===== src/rtl/joy_db15_tx.sv =====
// Responder end of the DB15 serial joystick link: emulates the two-player 74HC165 chain.
// Optional build macro JOY_DB15_TX_STATS_EN adds frame_cnt/err_cnt statistics outputs.
module joy_db15_tx #(
   parameter int PBITS   = 12,
   parameter int TIMEOUT = 4096
) (
   input  logic             CLK_VIDEO,
   input  logic             reset,
   input  logic [PBITS-1:0] joy1_in,
   input  logic [PBITS-1:0] joy2_in,
   input  logic             joy_clk_in,
   input  logic             joy_load_in,
   output logic             joy_data_out,
   output logic             busy,
   output logic             frame_done,
   output logic             err_abort
`ifdef JOY_DB15_TX_STATS_EN
   ,
   output logic [15:0]      frame_cnt,
   output logic [7:0]       err_cnt
`endif
);

   localparam int NBITS = 2 * PBITS;
   localparam int CW    = $clog2(NBITS);
   localparam int TW    = $clog2(TIMEOUT);

   typedef enum logic [1:0] {IDLE, LATCHED, SHIFT, DONE} state_t;

   state_t           state_q, state_d;
   logic [NBITS-1:0] shreg_q, shreg_d;
   logic [CW-1:0]    bitcnt_q, bitcnt_d;
   logic [TW-1:0]    tcnt_q, tcnt_d;
   logic             frameDone_q, frameDone_d;
   logic             errAbort_q, errAbort_d;
   logic [1:0]       clkSync_q, loadSync_q;
   logic             clkHist_q, loadHist_q;

   logic             clkS, loadS, clkRise, loadEdge, timeout, active;
   logic [NBITS-1:0] loadWord;

   // Synchronisers reset high so the idle wire levels never look like an edge.
   always_ff @(posedge CLK_VIDEO) begin
      if (reset) begin
         clkSync_q  <= 2'b11;
         loadSync_q <= 2'b11;
         clkHist_q  <= 1'b1;
         loadHist_q <= 1'b1;
      end else begin
         clkSync_q  <= {clkSync_q[0], joy_clk_in};
         loadSync_q <= {loadSync_q[0], joy_load_in};
         clkHist_q  <= clkSync_q[1];
         loadHist_q <= loadSync_q[1];
      end
   end

   assign clkS     = clkSync_q[1];
   assign loadS    = loadSync_q[1];
   assign clkRise  = clkS & ~clkHist_q;
   assign loadEdge = loadS ^ loadHist_q;
   assign active   = (state_q == SHIFT) || (state_q == DONE);
   assign timeout  = active && !clkRise && !loadEdge && (tcnt_q == TW'(TIMEOUT - 1));
   assign loadWord = {~joy2_in, ~joy1_in};

   always_ff @(posedge CLK_VIDEO) begin
      if (reset) begin
         state_q     <= IDLE;
         shreg_q     <= '1;
         bitcnt_q    <= '0;
         tcnt_q      <= '0;
         frameDone_q <= 1'b0;
         errAbort_q  <= 1'b0;
      end else begin
         state_q     <= state_d;
         shreg_q     <= shreg_d;
         bitcnt_q    <= bitcnt_d;
         tcnt_q      <= tcnt_d;
         frameDone_q <= frameDone_d;
         errAbort_q  <= errAbort_d;
      end
   end

   // A low LOAD level is checked before clock edges so LOAD always wins a tie.
   always_comb begin
      state_d     = state_q;
      shreg_d     = shreg_q;
      bitcnt_d    = bitcnt_q;
      frameDone_d = 1'b0;
      errAbort_d  = 1'b0;
      tcnt_d      = tcnt_q;

      if (!active || clkRise || loadEdge)
         tcnt_d = '0;
      else if (tcnt_q != TW'(TIMEOUT - 1))
         tcnt_d = tcnt_q + 1'b1;

      case (state_q)
         IDLE: begin
            if (!loadS) begin
               state_d = LATCHED;
               shreg_d = loadWord;
            end
         end
         LATCHED: begin
            if (!loadS) begin
               shreg_d = loadWord;
            end else begin
               state_d  = SHIFT;
               bitcnt_d = '0;
            end
         end
         SHIFT: begin
            if (!loadS) begin
               state_d    = LATCHED;
               shreg_d    = loadWord;
               errAbort_d = 1'b1;
            end else if (clkRise) begin
               shreg_d  = {1'b1, shreg_q[NBITS-1:1]};
               bitcnt_d = bitcnt_q + 1'b1;
               if (bitcnt_q == CW'(NBITS - 1)) begin
                  state_d     = DONE;
                  frameDone_d = 1'b1;
               end
            end else if (timeout) begin
               state_d    = IDLE;
               shreg_d    = '1;
               errAbort_d = 1'b1;
            end
         end
         DONE: begin
            if (!loadS) begin
               state_d = LATCHED;
               shreg_d = loadWord;
            end else if (timeout) begin
               state_d = IDLE;
               shreg_d = '1;
            end
         end
         default: state_d = IDLE;
      endcase
   end

   assign joy_data_out = (state_q == DONE) ? 1'b1 : shreg_q[0];
   assign busy         = (state_q == LATCHED) || (state_q == SHIFT);
   assign frame_done   = frameDone_q;
   assign err_abort    = errAbort_q;

`ifdef JOY_DB15_TX_STATS_EN
   logic [15:0] frameCnt_q;
   logic [7:0]  errCnt_q;

   // Frame count wraps; error count sticks at its maximum.
   always_ff @(posedge CLK_VIDEO) begin
      if (reset) begin
         frameCnt_q <= '0;
         errCnt_q   <= '0;
      end else begin
         if (frameDone_q)
            frameCnt_q <= frameCnt_q + 16'd1;
         if (errAbort_q && errCnt_q != 8'hFF)
            errCnt_q <= errCnt_q + 8'd1;
      end
   end

   assign frame_cnt = frameCnt_q;
   assign err_cnt   = errCnt_q;
`endif

endmodule


===== config.mk =====
export PLATFORM = sky130hd
export DESIGN_NAME = joy_db15_tx
export DESIGN_NICKNAME = d
export VERILOG_FILES = /design/src/rtl/joy_db15_tx.sv
export SDC_FILE = /design/constraint.sdc
export NUM_CORES = 1
export LEC_CHECK = 0
export BUFFER_PORTS_ARGS = -buffer_cell sky130_fd_sc_hd__clkbuf_2
export CORE_ASPECT_RATIO = 0.5
export CORE_MARGIN = 2
export CORE_UTILIZATION = 58
export CTS_BUF_LIST = sky130_fd_sc_hd__clkbuf_8
export DETAILED_ROUTE_END_ITERATION = 7
export PLACE_DENSITY = 0.85
export SETUP_SLACK_MARGIN = 0.2
export SYNTH_ARGS = -nofsm -noshare
export SYNTH_HDL_FRONTEND = slang
export SYNTH_SLANG_ARGS = --single-unit

===== constraint.sdc =====
create_clock -name CLK_VIDEO -period 4.1 [get_ports CLK_VIDEO]
set_input_delay 0.82 -clock CLK_VIDEO [delete_from_list [all_inputs] [get_ports CLK_VIDEO]]
set_output_delay 0.82 -clock CLK_VIDEO [all_outputs]
set_load 0.005 [all_outputs]

==> results of run 1 <==
where the power goes:
part	internal [W]	switching (W)	leakage, nW
sequential	0.000624	0.000103	0.417
combinational	0.000184	0.000237	0.526
clock	0.000117	0.000163	0.0453
through the flow:
step	cell area [sq um]	hold slack (ps)	worst slack, ps	power [W]
after global routing	2690	424	1400	0.00152
after CTS	2690	416	1660	0.00143
after floorplan	2450	389	2210	0.00104
after global placement	2600	391	1840	0.00111
after detailed placement	2600	394	1690	0.00115
final	2690	415	1630	0.00143
area by class of cell:
cell class	count	area, sq um
repair buffers	32	163
fillers	343	1300
clock inverters	3	16.3
flip-flops and latches	51	1020
multi-input cells	206	1320
inverters	7	26.3
well taps	54	67.6
clock buffers	5	68.8
cell usage after synthesis (2+ instances only):
| cell type | instances | area share |
|---|---|---|
| nand3_1 | 7 | 0.014 |
| or3_1 | 3 | 0.0076 |
| nor2b_1 | 3 | 0.0076 |
| mux2i_1 | 2 | 0.0082 |
| nor2_1 | 39 | 0.060 |
| o22ai_1 | 21 | 0.054 |
| a211o_1 | 5 | 0.018 |
| xnor2_1 | 2 | 0.0071 |
| buf_2 | 4 | 0.0082 |
| buf_4 | 4 | 0.012 |
| a21o_1 | 2 | 0.0061 |
| a211oi_1 | 2 | 0.0061 |
| xor2_1 | 6 | 0.021 |
| o2bb2ai_1 | 20 | 0.071 |
| inv_1 | 6 | 0.0092 |
| nor3_1 | 5 | 0.010 |
| dfxtp_1 | 51 | 0.42 |
| and3_1 | 2 | 0.0051 |
| a221oi_1 | 6 | 0.021 |
| nand4_1 | 2 | 0.0051 |
| ha_1 | 6 | 0.031 |
| or2_2 | 7 | 0.018 |
| a21oi_1 | 31 | 0.063 |
| o21a_1 | 2 | 0.0061 |
| o21ai_0 | 6 | 0.012 |
| nor3b_1 | 3 | 0.0092 |
| nand2b_1 | 2 | 0.0051 |
| nand2_1 | 8 | 0.012 |
| clkbuf_1 | 8 | 0.012 |
kinds of logic after synthesis:
family | synth area share
compound gates | 0.275
xor+xnor | 0.0285
fa+ha+maj | 0.0306
buf+inv | 0.0448
flops | 0.416
mux | 0.00816
simple gates | 0.197
state kept, by name, indices dropped and copies added (netlist names):
register,cells
loadHist_q,1
state_q,2
tcnt_q,12
frame_done,1
clkHist_q,1
err_abort,1
bitcnt_q,5
shreg_q,24
clkSync_q,2
loadSync_q,2
metal layers:
metal  global-route usage  up-vias  wire length [um]
li1                     -     1077                 -
met1                0.303     1017              2440
met2                0.388       68              2590
met3               0.0596        6               310
met4               0.0929        0                36
met5                    0        -                 0
final timing paths:
path / end / slack [ps] / cells after the start
worst max-delay path: shreg_q[14]$_SDFFE_PP1P_ / 1630 / 7
worst min-delay path: clkSync_q[1]$_SDFF_PP1_ / 410 / 1
worst max register to register: shreg_q[14]$_SDFFE_PP1P_ / 1630 / 7
worst min register to register: clkSync_q[1]$_SDFF_PP1_ / 410 / 1
==> impl_summary.log, run 1 <==
INFO  metric critical_path_peak_fanout = 24
INFO  metric endpoint_kind = flop
INFO  metric chipHeight = 50.0 um
INFO  metric rsz_0062_raised_after_global_routing = no
INFO  metric fp.dieArea = 0.00480 sq mm
INFO  metric place.port_buffers = 31
INFO  metric power_leakage = 0.989 nW
INFO  metric drv_cap = 0
INFO  metric cts_buffers = 5
INFO  metric share_of_synthesized_area_occupied_by_flip_flops_and_latches = 0.416
INFO  metric num_antenna_cells = 0
INFO  metric slew-limit-headroom = 0.372
INFO  metric drt_iter0_markers = 129
INFO  metric final_cells = 358
INFO  metric holdBufCountCts = 0
INFO  metric design.portCount = 32
INFO  metric hp-start = clkSync_q[0]$_SDFF_PP1_
INFO  metric critical_path.slowest_cell = and2_1
INFO  metric critical_path_required = 4330 ps
INFO  metric floorplan.initialDensity = 0.616
INFO  metric layout.cells.most_common = dfxtp_1
INFO  metric avgSynthCellArea = 8.74 sq um
INFO  metric synth-edff-count = 0
INFO  metric finalWirelength = 5.39 mm
INFO  metric die_w = 96.0 um
INFO  metric worstSetupStartpointType = flop
INFO  metric final_cell_mix = dfxtp_1 (51), nor2_1 (39), a21oi_1 (31), clkbuf_2 (31), o22ai_1 (21)
INFO  metric synth_cell_types = 45
INFO  metric fin_nets = 337
INFO  metric cts_repair_resize_count = 0
INFO  metric vdd_ir_drop_max = 205 uV
INFO  metric drt_pass1_iterations = 5
INFO  metric final.min_clock_period = 2470 ps
INFO  metric antenna_found_initial = 0
INFO  metric drtAntennaViolNets = 0
INFO  metric worst_pin_slew = 943 ps
INFO  metric fin_crit_sh = 0.603
INFO  metric avgRoutedWirePerCell = 15.0 um
INFO  metric timing.setup.critical_path_class = reg2reg
INFO  metric worst_skew_pair.late_latency = 300 ps
INFO  metric dp.final_hpwl = 3.74 mm
INFO  metric finalHoldViolCount = 0
INFO  metric cts_buffer_depth = 2
INFO  metric clk_pin_slew_worst_paths = 90 ps
INFO  metric grt_start_max_net_pins = 27
INFO  metric gr-usage-all-layers = 0.238
INFO  metric ys_seq_elements = 51
INFO  metric utilization = 0.674
INFO  metric cts_tree = yes
INFO  metric core.rowCount = 16
INFO  metric htree_levels = 2
INFO  metric outcome = finished, final reports clean
INFO  metric number_of_remaining_drc_errors = 0
INFO  metric postSynthCellCount = 281
INFO  metric clock-sinks = 51
INFO  metric mappedNetlistArea = 0.00245 sq mm
INFO  metric path_cells = inv_1 > ha_1 > and3b_1 > and2_1 > o2bb2ai_1 > o22ai_1 > a21oi_1
INFO  metric via_count = 2168
INFO  metric setup_viol_count_final = 0
INFO  metric timing.critical_path.buf_inv = 1
INFO  metric ys_async_sr_fraction = 0
INFO  metric synth-main-ff-cell = dfxtp_1
INFO  metric tns = 0 ps
INFO  metric crit_path_start = state_q[0]$_SDFFE_PP0P_
INFO  metric launching_point_of_the_worst_reg2reg_path = state_q[0]$_SDFFE_PP0P_
INFO  metric floorplan.core_area = 0.00398 sq mm
INFO  metric place.gp.congestion = 0.885
INFO  metric achievable-frequency = 0.404 GHz
INFO  metric hold_path.class = reg2reg
INFO  metric avgViaCountPerCell = 6.06
INFO  metric postSynthNetCount = 315
INFO  metric flow.area_growth_from_synthesis = 9.43%
INFO  metric cts_root_buffer = clkbuf_8
INFO  metric cp_data_arrival_time = 2710 ps
INFO  metric timing.critical_path.max_delay_family = simple AND/OR/NAND/NOR gates
INFO  metric grt.overflow.total = 0
INFO  metric critical_path.max_stage_delay = 760 ps
INFO  metric yosysWarnings = 0
INFO  metric clock_skew = 3.71 ps
INFO  metric layout-drive-gt1-share = 0.171
INFO  metric post_cts_setup_buffers = 0
INFO  metric power.density = 532 mW/mm^2
INFO  metric placedCellCount = 350
INFO  metric vias_in_the_first_global_route = 2018
INFO  metric grt_first_pass_wirelength = 8.87 mm
INFO  metric final-max-slew-violation-count = 0
(Power assumes the default switching activity.)
==> inputs of run 2 (changes only) <==
--- a/config.mk
+++ b/config.mk
@@ -8,10 +8,10 @@
 export BUFFER_PORTS_ARGS = -buffer_cell sky130_fd_sc_hd__clkbuf_2
 export CORE_ASPECT_RATIO = 0.5
 export CORE_MARGIN = 2
-export CORE_UTILIZATION = 58
+export CORE_UTILIZATION = 54
 export CTS_BUF_LIST = sky130_fd_sc_hd__clkbuf_8
 export DETAILED_ROUTE_END_ITERATION = 7
-export PLACE_DENSITY = 0.85
+export PLACE_DENSITY = 0.83
 export SETUP_SLACK_MARGIN = 0.2
 export SYNTH_ARGS = -nofsm -noshare
 export SYNTH_HDL_FRONTEND = slang
==> constraint.sdc (replaced) <==
create_clock -name CLK_VIDEO -period 1.98 [get_ports CLK_VIDEO]
set_input_delay 0.396 -clock CLK_VIDEO [delete_from_list [all_inputs] [get_ports CLK_VIDEO]]
set_output_delay 0.396 -clock CLK_VIDEO [all_outputs]
set_load 0.005 [all_outputs]
==> impl_summary.log, run 2 (synthesis gave the netlist of run 1 again) <==
INFO  metric grt_start_max_net_pins = 21
INFO  metric clock-sinks = 51
INFO  metric vias_in_the_first_global_route = 2100
INFO  metric vdd_ir_drop_max = 435 uV
INFO  metric hp-start = joy_clk_in
INFO  metric tns = 0 ps
INFO  metric final_cell_mix = dfxtp_1 (47), nor2_1 (37), a21oi_1 (31), clkbuf_2 (31), o22ai_1 (19)
INFO  metric gr-usage-all-layers = 0.215
INFO  metric cts_tree = yes
INFO  metric antenna_found_initial = 0
INFO  metric avgViaCountPerCell = 6.01
INFO  metric fin_crit_sh = 0.903
INFO  metric timing.critical_path.max_delay_family = simple AND/OR/NAND/NOR gates
INFO  metric place.port_buffers = 31
INFO  metric critical_path_required = 2220 ps
INFO  metric fin_nets = 354
INFO  metric fp.dieArea = 0.00513 sq mm
INFO  metric num_antenna_cells = 0
INFO  metric timing.final.ws_setup = 193 ps
INFO  metric drtAntennaViolNets = 0
INFO  metric cellInternalPower = 0.00211 W
INFO  metric power_frac_comb = 0.322
INFO  metric hold_path.class = in2reg
INFO  metric cts_root_buffer = clkbuf_8
INFO  metric chipHeight = 51.7 um
INFO  metric power.clock.fraction = 0.205
INFO  metric p_sw_frac = 0.355
INFO  metric layout.cells.most_common = dfxtp_1
INFO  metric cp_data_arrival_time = 2020 ps
INFO  metric drt_iter0_markers = 146
INFO  metric critical_path.max_stage_delay = 380 ps
INFO  metric timing.setup.critical_path_class = reg2reg
INFO  metric reg2regPathDepth = 8
INFO  metric dp.final_hpwl = 3.73 mm
INFO  metric placedCellCount = 364
INFO  metric cts_buffers = 5
INFO  metric r2r_slack = 190 ps
INFO  metric worstSetupStartpointType = flop
INFO  metric power.density = 1100 mW/mm^2
INFO  metric via_count = 2270
INFO  metric flow.area_growth_from_synthesis = 21.3%
INFO  metric critical_path.slowest_cell = dfxtp_4
INFO  metric worst_pin_slew = 456 ps
INFO  metric layout-drive-gt1-share = 0.287
INFO  metric final.min_clock_period = 1790 ps
INFO  metric floorplan.core_area = 0.00438 sq mm
INFO  metric rsz_0062_raised_after_global_routing = yes
INFO  metric avgRoutedWirePerCell = 15.4 um
INFO  metric hold_ep = clkSync_q[0]$_SDFF_PP1_
INFO  metric place.gp.congestion = 0.811
INFO  metric detailedPlace.worstSlack = 98.6 ps
INFO  metric number_of_remaining_drc_errors = 0
INFO  metric slew-limit-headroom = 0.693
INFO  metric finalWirelength = 5.83 mm
INFO  metric min_path_cells = 2
INFO  metric final-max-slew-violation-count = 0
INFO  metric clock_skew = 5.84 ps
INFO  metric endpoint_kind = flop
INFO  metric die_w = 99.4 um
INFO  metric clk_pin_slew_worst_paths = 90 ps
INFO  metric p_sw = 0.00116 W
INFO  metric grt_first_pass_wirelength = 8.81 mm
INFO  metric power_leakage = 1.12 nW
INFO  metric core.rowCount = 17
INFO  metric final_cells = 378
INFO  metric timing.critical_path.buf_inv = 2
INFO  metric launching_point_of_the_worst_reg2reg_path = state_q[0]$_SDFFE_PP0P_
INFO  metric reg.largest.list = shreg_q (24), tcnt_q (12), bitcnt_q (5)
INFO  metric drv_cap = 0
INFO  metric floorplan.initialDensity = 0.560
INFO  metric grt.overflow.total = 0
INFO  metric worst_skew_pair.late_latency = 310 ps
INFO  metric setup_viol_count_final = 0
INFO  metric critical_path_peak_fanout = 7
INFO  metric cts_buffer_depth = 2
INFO  metric path_cells = inv_4 > ha_4 > and3b_2 > and2_4 > buf_4 > o2bb2ai_1 > o22ai_2 > a21oi_1
INFO  metric largest-register = shreg_q
INFO  metric design.portCount = 32
INFO  metric reg2reg_end = shreg_q[14]$_SDFFE_PP1P_
INFO  metric achievable-frequency = 0.560 GHz
INFO  metric design_power_total = 0.00327 W
INFO  metric seqPwrFrac = 0.473
INFO  metric largest_reg_flops = 24
INFO  metric outcome = finished, final reports clean
INFO  metric fillerInstances = 330
INFO  metric finalHoldViolCount = 0
INFO  metric drt_pass1_iterations = 4
INFO  metric htree_levels = 2
run 2: worst register-to-register path: stages, from the launching register on:
cell and delay (ps):
dfxtp_4 380, inv_4 70, ha_4 160, and3b_2 290, and2_4 200, buf_4 160, o2bb2ai_1 180, o22ai_2 110
a21oi_1 160
run 2: worst max path at each step:
stage	cells past startpoint	endpoint	slack (ps)	from
4_1_cts	8	shreg_q[17]$_SDFFE_PP1P_	200	state_q[0]$_SDFFE_PP0P_
3_5_place_dp	7	shreg_q[17]$_SDFFE_PP1P_	100	state_q[1]$_SDFFE_PP0P_
2_1_floorplan	10	shreg_q[12]$_SDFFE_PP1P_	200	state_q[0]$_SDFFE_PP0P_
5_1_grt	8	shreg_q[14]$_SDFFE_PP1P_	140	state_q[0]$_SDFFE_PP0P_
3_3_place_gp	8	shreg_q[7]$_SDFFE_PP1P_	190	state_q[0]$_SDFFE_PP0P_
6_report	8	shreg_q[14]$_SDFFE_PP1P_	190	state_q[0]$_SDFFE_PP0P_
run 2: what timing repair did:
action | in CTS | in global routing
gates cloned | 0 | 1
pin swaps | 1 | 8
buffers inserted | 1 | 4
setup endpoints to repair | 24 | 30
endpoints found under the hold margin | 0 | 0
resized for setup | 8 | 24
hold buffers | 0 | 0
run 2: power groups by stage:
stage / sequential [W] / clock (W) / combinational (W)
after global routing: 0.00157 / 0.000717 / 0.00116
final: 0.00155 / 0.000670 / 0.00105
after floorplan: 0.00147 / 0 / 0.000698
after global placement: 0.00150 / 0 / 0.000888
after CTS: 0.00150 / 0.000673 / 0.000965
after detailed placement: 0.00152 / 0 / 0.000938
run 2: routing by layer:
metal,GRT usage,share of wire
met3,0.0484,0.052
met4,0.0799,0.017
met1,0.253,0.43
met2,0.391,0.50
met5,0,0
run 2: final cells by class:
type	count	area, sq um	area share
Tap cell	57	71.3	0.0239
Clock inverter	1	7.51	0.00252
Inverter	7	28.8	0.00966
Sequential cell	51	1030	0.346
Multi-Input combinational cell	206	1430	0.479
Clock buffer	7	96.3	0.0324
Timing Repair Buffer	49	318	0.107
run 2: stage by stage:
step	hold slack, ps	utilization	area (sq um)
after global routing	265	0.680	2980
after CTS	261	0.650	2850
after global placement	392	0.617	2700
final	264	0.680	2980
after detailed placement	399	0.617	2700
after floorplan	389	-	2460
==> inputs of run 3 (changes only) <==
--- a/config.mk
+++ b/config.mk
@@ -5,14 +5,16 @@
 export SDC_FILE = /design/constraint.sdc
 export NUM_CORES = 1
 export LEC_CHECK = 0
+export ABC_AREA = 1
 export BUFFER_PORTS_ARGS = -buffer_cell sky130_fd_sc_hd__clkbuf_2
 export CORE_ASPECT_RATIO = 0.5
 export CORE_MARGIN = 2
-export CORE_UTILIZATION = 54
+export CORE_UTILIZATION = 55
 export CTS_BUF_LIST = sky130_fd_sc_hd__clkbuf_8
 export DETAILED_ROUTE_END_ITERATION = 7
-export PLACE_DENSITY = 0.83
+export PLACE_DENSITY = 0.84
 export SETUP_SLACK_MARGIN = 0.2
+export SKIP_LAST_GASP = 1
 export SYNTH_ARGS = -nofsm -noshare
 export SYNTH_HDL_FRONTEND = slang
 export SYNTH_SLANG_ARGS = --single-unit
==> impl_summary.log, run 3 <==
INFO  metric outcome = finished, final reports clean
INFO  metric synth-main-ff-cell = dfxtp_1
INFO  metric hold_ep = loadSync_q[0]$_SDFF_PP1_
INFO  metric rsz_0062_raised_after_global_routing = yes
INFO  metric final-max-slew-violation-count = 0
INFO  metric clk_pin_slew_worst_paths = 80 ps
INFO  metric share_of_synthesized_area_occupied_by_flip_flops_and_latches = 0.363
INFO  metric mappedNetlistArea = 0.00282 sq mm
INFO  metric vdd_ir_drop_max = 664 uV
INFO  metric drt_iter0_markers = 170
INFO  metric num_antenna_cells = 0
INFO  metric number_of_remaining_drc_errors = 0
INFO  metric floorplan.initialDensity = 0.571
INFO  metric grt.overflow.total = 0
INFO  metric synth-edff-count = 0
INFO  metric die_w = 105 um
INFO  metric avgSynthCellArea = 6.30 sq um
INFO  metric drtAntennaViolNets = 0
INFO  metric reg.largest.list = shreg_q (24), tcnt_q (12), bitcnt_q (5)
INFO  metric setup_viol_count_final = 0
INFO  metric min_path_cells = 2
INFO  metric area_used_by_multi_input_combinational_logic = 0.00152 sq mm
INFO  metric timing.final.ws_setup = 278 ps
INFO  metric layout-drive-gt1-share = 0.162
INFO  metric achievable-frequency = 0.587 GHz
INFO  metric drt_pass1_iterations = 4
INFO  metric final_cell_mix = nand2_1 (160), a21oi_1 (58), dfxtp_1 (50)
INFO  metric hold_path.class = in2reg
INFO  metric netlist.area_leader.share = 0.363
INFO  metric fin_crit_sh = 0.860
INFO  metric holdBufCountCts = 0
INFO  metric dp.final_hpwl = 4.19 mm
INFO  metric layout.cells.most_common = nand2_1
INFO  metric largest_reg_flops = 24
INFO  metric tns = 0 ps
INFO  metric endpoint_kind = flop
INFO  metric gr-usage-all-layers = 0.222
INFO  metric timing.setup.critical_path_class = reg2reg
INFO  metric avgViaCountPerCell = 5.00
INFO  metric launching_point_of_the_worst_reg2reg_path = state_q[0]$_SDFFE_PP0P_
INFO  metric synth_top_cell_by_area = dfxtp_1
INFO  metric worst_skew_pair.late_latency = 300 ps
INFO  metric placed_cell_area = 0.00307 sq mm
INFO  metric reg2regPathDepth = 9
INFO  metric synth.most_common_cell = nand2_1
INFO  metric antenna_found_initial = 0
INFO  metric postSynthNetCount = 481
INFO  metric core.rowCount = 18
INFO  metric cts_root_buffer = clkbuf_8
INFO  metric design.portCount = 32
INFO  metric worstSetupStartpointType = flop
INFO  metric worst_pin_slew = 337 ps
INFO  metric via_count = 2753
INFO  metric yosysWarnings = 0
INFO  metric cts_tree = yes
INFO  metric register_area = 0.00102 sq mm
INFO  metric chipHeight = 54.6 um
INFO  metric fillerInstances = 460
INFO  metric hp-start = joy_load_in
INFO  metric postSynthCellCount = 447
INFO  metric drv_cap = 0
INFO  metric post-route-cell-area = 0.00319 sq mm
INFO  metric clock_skew = 6.15 ps
INFO  metric power.density = 1130 mW/mm^2
INFO  metric finalHoldViolCount = 0
INFO  metric power_leakage = 1.66 nW
INFO  metric cts_buffers = 5
INFO  metric place.port_buffers = 31
INFO  metric grt_first_pass_wirelength = 10.0 mm
INFO  metric htree_levels = 2
INFO  metric flow.area_growth_from_synthesis = 13.2%
INFO  metric critical_path_required = 2170 ps
INFO  metric fp.dieArea = 0.00574 sq mm
INFO  metric slew-limit-headroom = 0.775
INFO  metric synth_area_leaders = dfxtp_1 (36%), nand2_1 (22%), a21oi_1 (10%)
INFO  metric floorplan.core_area = 0.00493 sq mm
INFO  metric detailedPlace.worstSlack = 164 ps
INFO  metric fin_nets = 516
INFO  metric finalWirelength = 6.32 mm
INFO  metric cp_data_arrival_time = 1890 ps
INFO  metric largest-register = shreg_q
INFO  metric grt_start_max_net_pins = 32
INFO  metric place.gp.congestion = 0.878
INFO  metric vias_in_the_first_global_route = 2245
INFO  metric avgRoutedWirePerCell = 11.5 um
INFO  metric r2r_slack = 280 ps
INFO  metric reg2reg_end = shreg_q[0]$_SDFFE_PP1P_
INFO  metric synth_cell_types = 30
INFO  metric clock-sinks = 51
INFO  metric final.min_clock_period = 1700 ps
INFO  metric cts_buffer_depth = 2
INFO  metric critical_path_peak_fanout = 13
INFO  metric ys_async_sr_fraction = 0
INFO  metric ys_seq_elements = 51
INFO  metric yosys-top-cells-count = nand2_1 (162), a21oi_1 (58), dfxtp_1 (51)
-- run 3: cell types whose count changed after synthesis, moves of 6 or more --
cell | before | now
nand2_1 | 8 | 162
a21oi_1 | 31 | 58
o22ai_1 | 21 | 0
a221oi_1 | 6 | 0
inv_1 | 6 | 49
nand3_1 | 7 | 13
o2bb2ai_1 | 20 | 0
-- run 3: critical path, cell delays in order (launching register included) --
cell and delay (ps):
dfxtp_1 390, inv_2 80, ha_2 220, a21oi_1 310, nor2_2 140, buf_4 220, nand2_1 80, nand2_1 50
nand2_1 60, nand2_1 50
-- run 3: worst max path at each step --
stage | startpoint | cells after the start | slack (ps) | to
3_3_place_gp | state_q[0]$_SDFFE_PP0P_ | 10 | 240 | tcnt_q[2]$_SDFFE_PP0P_
2_1_floorplan | state_q[0]$_SDFFE_PP0P_ | 7 | 410 | shreg_q[16]$_SDFFE_PP1P_
3_5_place_dp | state_q[0]$_SDFFE_PP0P_ | 10 | 160 | tcnt_q[2]$_SDFFE_PP0P_
4_1_cts | state_q[0]$_SDFFE_PP0P_ | 11 | 200 | bitcnt_q[4]$_SDFFE_PP0P_
5_1_grt | state_q[0]$_SDFFE_PP0P_ | 9 | 120 | shreg_q[0]$_SDFFE_PP1P_
6_report | state_q[0]$_SDFFE_PP0P_ | 9 | 280 | shreg_q[0]$_SDFFE_PP1P_
-- run 3: cell families (layout without fill, tap and decap cells) --
kind of cell               count (synthesis)  in the layout  share of synthesized area
buffers and inverters                     72            105                      0.106
adders and majority gates                  6              6                     0.0267
DFF                                       51             51                      0.363
AOI/OAI and AO/OA                         73             73                      0.136
and+or+nand+nor                          240            241                      0.353
xor gates and xnor gates                   5              5                     0.0156
-- run 3: layout make-up --
type,instances,area share
Timing Repair Buffer,44,0.0856
Inverter,55,0.0656
Sequential cell,51,0.321
Multi-Input combinational cell,325,0.478
Tap cell,70,0.0275
Clock buffer,5,0.0216
Clock inverter,1,0.00118
-- run 3: where the power goes --
group          internal [W]  switching (W)
logic              0.000611       0.000964
registers           0.00128       0.000200
clock network      0.000232       0.000318
total               0.00213        0.00148
-- run 3: timing repair --
action	CTS	global route
endpoints found under the setup margin	24	38
gates cloned	0	1
setup buffers	0	1
gates resized for setup	4	9
pin swaps	0	2
-- run 3: per-layer routing --
metal	GRT usage	part of all wire	up-vias	wire (um)
li1	-	-	1458	-
met1	0.279	0.49	1215	3070
met2	0.402	0.45	70	2850
met3	0.0476	0.053	10	334
met4	0.0533	0.011	0	72
met5	0	0	-	0
-- run 3: through the flow --
stage | util | cells | hold slack (ps) | total power [W]
finish | 0.646 | 551 | 278 | 0.00361
CTS | 0.639 | 549 | 274 | 0.00355
detailed placement | 0.622 | 543 | 397 | 0.00298
global placement | 0.622 | 543 | 394 | 0.00296
global route | 0.646 | 551 | 269 | 0.00392
floorplan | - | 447 | 389 | 0.00259
